--- config.mk ---
export PLATFORM = sky130hd
export DESIGN_NAME = user_stream_block_summer
export DESIGN_NICKNAME = d
export VERILOG_FILES = /design/src/rtl/user_stream_block_summer.sv
export SDC_FILE = /design/constraint.sdc
export NUM_CORES = 1
export LEC_CHECK = 0
export CAP_MARGIN = 20
export CORE_AREA = 2 2 171 173
export CTS_BUF_LIST = sky130_fd_sc_hd__clkbuf_2
export DETAILED_ROUTE_END_ITERATION = 10
export DIE_AREA = 0 0 173 175
export GPL_ROUTABILITY_DRIVEN = 0
export HOLD_SLACK_MARGIN = 0.06
export SYNTH_ARGS = -nofsm -noshare
export SYNTH_HDL_FRONTEND = slang
export SYNTH_SLANG_ARGS = --single-unit
export TNS_END_PERCENT = 30
--- constraint.sdc ---
create_clock -name i_user_clk -period 8 [get_ports i_user_clk]
set_input_delay 2.4 -clock i_user_clk [delete_from_list [all_inputs] [get_ports i_user_clk]]
set_output_delay 2.4 -clock i_user_clk [all_outputs]
set_load 0.005 [all_outputs]
--- src/rtl/user_stream_block_summer.sv ---
// user_stream_block_summer: reduces each BLOCK_LEN-word input block to one 64-bit sum or XOR result.
module user_stream_block_summer #(
    parameter int BLOCK_LEN = 16,
    parameter int CNT_W     = 16
) (
    input  logic        i_user_clk,
    input  logic        i_rst,
    input  logic        i_mode,
    input  logic        i_str_data_valid,
    output logic        o_str_ack,
    input  logic [63:0] i_str_data,
    output logic        o_str_data_valid,
    input  logic        i_str_ack,
    output logic [63:0] o_str_data,
    output logic [31:0] o_blk_count,
    output logic        o_busy
);
    typedef enum logic {ACCUM, EMIT} state_t;
    state_t            state;
    logic [63:0]       acc;
    logic [CNT_W-1:0]  count;
    logic              mode;
    logic              first, last, eff_mode;
    logic [63:0]       base, next_acc;
    assign o_str_ack = state == ACCUM;
    assign o_busy    = (count != '0) | (state == EMIT);
    assign first     = count == '0;
    assign last      = count == CNT_W'(BLOCK_LEN - 1);
    // Word 0 uses the live mode input; later words use the mode latched at word 0.
    assign eff_mode  = first ? i_mode : mode;
    assign base      = first ? '0 : acc;
    assign next_acc  = eff_mode ? base ^ i_str_data : base + i_str_data;
    always_ff @(posedge i_user_clk) begin
        if (i_rst) begin
            state            <= ACCUM;
            acc              <= '0;
            count            <= '0;
            mode             <= 1'b0;
            o_str_data       <= '0;
            o_str_data_valid <= 1'b0;
            o_blk_count      <= '0;
        end else if (state == ACCUM) begin
            if (i_str_data_valid) begin
                if (first) mode <= i_mode;
                if (last) begin
                    o_str_data       <= next_acc;
                    o_str_data_valid <= 1'b1;
                    acc              <= '0;
                    count            <= '0;
                    state            <= EMIT;
                end else begin
                    acc   <= next_acc;
                    count <= count + CNT_W'(1);
                end
            end
        end else if (i_str_ack) begin
            o_str_data_valid <= 1'b0;
            o_blk_count      <= o_blk_count + 32'd1;
            state            <= ACCUM;
        end
    end
endmodule

==> results_dict.tcl <==
set metrics [dict create \
    cp-start-kind "flop" \
    relSlewSlack_pct 33.7 \
    crit_fanout 37 \
    stdcell_area_sq_um 14100 \
    timing.setup.critical_path_class "reg2out" \
    cp_arrival_ns 2.86 \
    syn_to_final_growth_pct 17.2 \
    cts-htree-levels 4 \
    post_route_cells_drive_above_1_share_pct 4.22 \
    static-leakage-power_nw 5.28 \
    post-cts-setup-buffer-count 0 \
    core_region_area_sq_um 28400 \
    port-buffer-count 167 \
    synth_ff_type "dfxtp_1" \
    synth_enable_flop_cells 0 \
    via_count_of_the_first_global_routing_pass 11600 \
    deepest_clock_path_buffer_count 2 \
    finalCritPeriodShare_pct 65.8 \
    first_pass_iters 8 \
    yosys-top-cells-area "dfxtp_1, ha_1, a21oi_1, nand2_1, nor2_1" \
    irDropWorstVdd_mv 0.0743 \
    net_count_after_synthesis 1739 \
    fin_tns_setup_ns 0 \
    max_freq_ghz 0.190 \
    period_needed_ns 5.26 \
    grt_setup_unrepaired "no" \
    holdBufCountCts 0 \
    initial_core_util_pct 42.4 \
    seq_area_frac_synth_pct 29.8 \
    initial_antenna_violation_count 2 \
    grt_first_pass_wirelength_mm 62.0 \
    fp.dieW_um 173 \
    cts.repair.resized 0 \
    die-height_um 175 \
    cp-end-kind "primary output" \
    dp.final_hpwl_mm 27.9 \
    tritoncts "built" \
    die-area_sq_um 30300 \
    design.final.nets 1829 \
    finalHoldWorstSlack_ns 0.463 \
    synthDistinctLibCells 73 \
    synth_top_cell_area_share_pct 29.8 \
    vias_per_cell 5.82 \
    syn_area_per_cell_sq_um 7.51 \
    timing_hold_violations_final 0 \
    syn-instance-count 1603 \
    grt_max_degree 58 \
    placement.cell_area_sq_um 13900 \
    synthesis.area_sq_um 12000 \
    floorplan.rows 62 \
    cellPowerDensity_nw_per_um2 132 \
    drv.max_cap_violation_count 0 \
    worst_ep_required_time_ns 5.60 \
    dr_total_vias 12200 \
    finalSetupViolCount 0 \
    number_of_antenna_violating_nets_in_the_routed_design 0 \
    detailedRoute.firstIterationViolations 1057 \
    route.final.wire_length_mm 38.4 \
    synth-async-reset-ratio_pct 0 \
    worst_clock_skew_ns 0.0535 \
    outcome "completed" \
    worst_setup_hold_path_clk_slew_ns 0.33 \
    number_of_design_rule_violations_left_after_detail_routing 0 \
    post_drt_wl_per_cell_um 18.4 \
    synth_top_area_cell "dfxtp_1" \
    clock-sinks 179 \
    place.detailed.instances 2058 \
    total_routing_resource_utilization_after_global_routing_pct 25.2 \
    synth-seq-cells 179 \
    hold_class "reg2reg" \
    clk_lat_worst_skew_ns 0.84 \
    ioPinCount 168 \
    finalMaxSlewViolations 0 \
    clk_root_buffer_cell "clkbuf_2" \
    grt_overflow_total 0 \
    synthesis.yosys.warnings 0 \
    tightest_slew_ns 0.992 \
    finalNonFillerCells 2091 \
    number_of_buffers_added_by_the_clock_tree_synthesis_step 17 \
]
[cells in the mapped netlist, types with 6 or more instances]
library cell / instances
a211o_1: 9
a211oi_1: 18
a21o_1: 34
a21oi_1: 142
a22oi_1: 21
a31oi_1: 14
and2_1: 68
and3_1: 20
and4_1: 9
buf_1: 9
buf_2: 17
clkbuf_1: 79
dfxtp_1: 179
ha_1: 66
inv_1: 20
mux2i_1: 7
nand2_1: 178
nand2b_1: 8
nand3_1: 54
nand4_1: 42
nor2_1: 159
nor2b_1: 8
nor3_1: 43
nor4_1: 9
o211a_1: 6
o211ai_1: 26
o21a_1: 28
o21ai_0: 116
o21ai_1: 12
o21bai_1: 7
o221ai_1: 7
or2_2: 6
or3_1: 23
xnor2_1: 29
xor2_1: 51
[placed cells by master (no fill, tap or decap), types with 26 or more instances in the layout]
cell type	count
a21o_1	34
a21oi_1	142
and2_1	68
clkdlybuf4s50_1	166
dfxtp_1	179
ha_1	66
nand2_1	178
nand3_1	54
nand4_1	42
nor2_1	157
nor3_1	43
o211ai_1	26
o21a_1	28
o21ai_0	116
xnor2_1	29
xor2_1	51
[critical path, cell delays in order, from the launching register on]
cell and delay, ns:
dfxtp_1 0.43, inv_1 0.09, ha_1 0.20, nor3b_1 0.13, nand4_1 0.12, buf_4 0.38
nand2b_1 0.16, clkdlybuf4s50_1 0.50
[through the flow]
step	util [%]	total power, mW	setup WS, ns
after floorplan	-	1.23	3.31
after global placement	48.8	1.36	2.33
after detailed placement	48.8	1.36	2.23
after CTS	49.7	1.88	2.68
after global routing	49.7	1.96	2.53
final	49.7	1.87	2.74
[routing by layer]
layer / part of all wire (%) / up-vias / GRT usage (%) / wire, um
met5: 0 / - / 0 / 0
met4: 2.2 / 0 / 7.34 / 850
met1: 47 / 5722 / 34.9 / 18100
met3: 5.6 / 59 / 3.42 / 2150
li1: - / 5974 / - / -
met2: 45 / 416 / 40.9 / 17300
[where the power goes]
group / internal [mW] / total, mW / switching (mW) / leakage (nW)
Combinational: 0.149 / 0.418 / 0.269 / 3.68
Sequential: 0.924 / 0.937 / 0.0125 / 1.45
Clock: 0.107 / 0.514 / 0.407 / 0.144
[sequential cells by signal, summed over array words and instances (netlist names)]
signal,count
o_str_data,64
state,1
count,16
o_str_data_valid,1
o_blk_count,32
acc,64
mode,1
[cells by family after synthesis]
| logic type | synth area share [%] |
|---|---|
| xor+xnor | 5.82 |
| compound gates | 26.0 |
| flops | 29.8 |
| mux | 0.676 |
| buf+inv | 4.30 |
| fa+ha+maj | 7.03 |
| simple gates | 26.4 |
[final cells by class]
cell class | count | area, sq um
Antenna cell | 1 | 2.50
Clock buffer | 17 | 85.1
Clock inverter | 15 | 160
Fill cell | 2929 | 14300
Inverter | 20 | 75.1
Multi-Input combinational cell | 1295 | 7960
Sequential cell | 179 | 3580
Tap cell | 384 | 480
Timing Repair Buffer | 180 | 1770
[worst paths after layout]
kind,start,endpoint,slack (ns),cells after the start
max,count[0],o_busy,2.74,7
min reg2reg,acc[41],acc[41],0.46,2
min,acc[41],acc[41],0.46,2
max reg2reg,count[0],o_str_data[57],3.49,15
(Power assumes the default switching activity.)
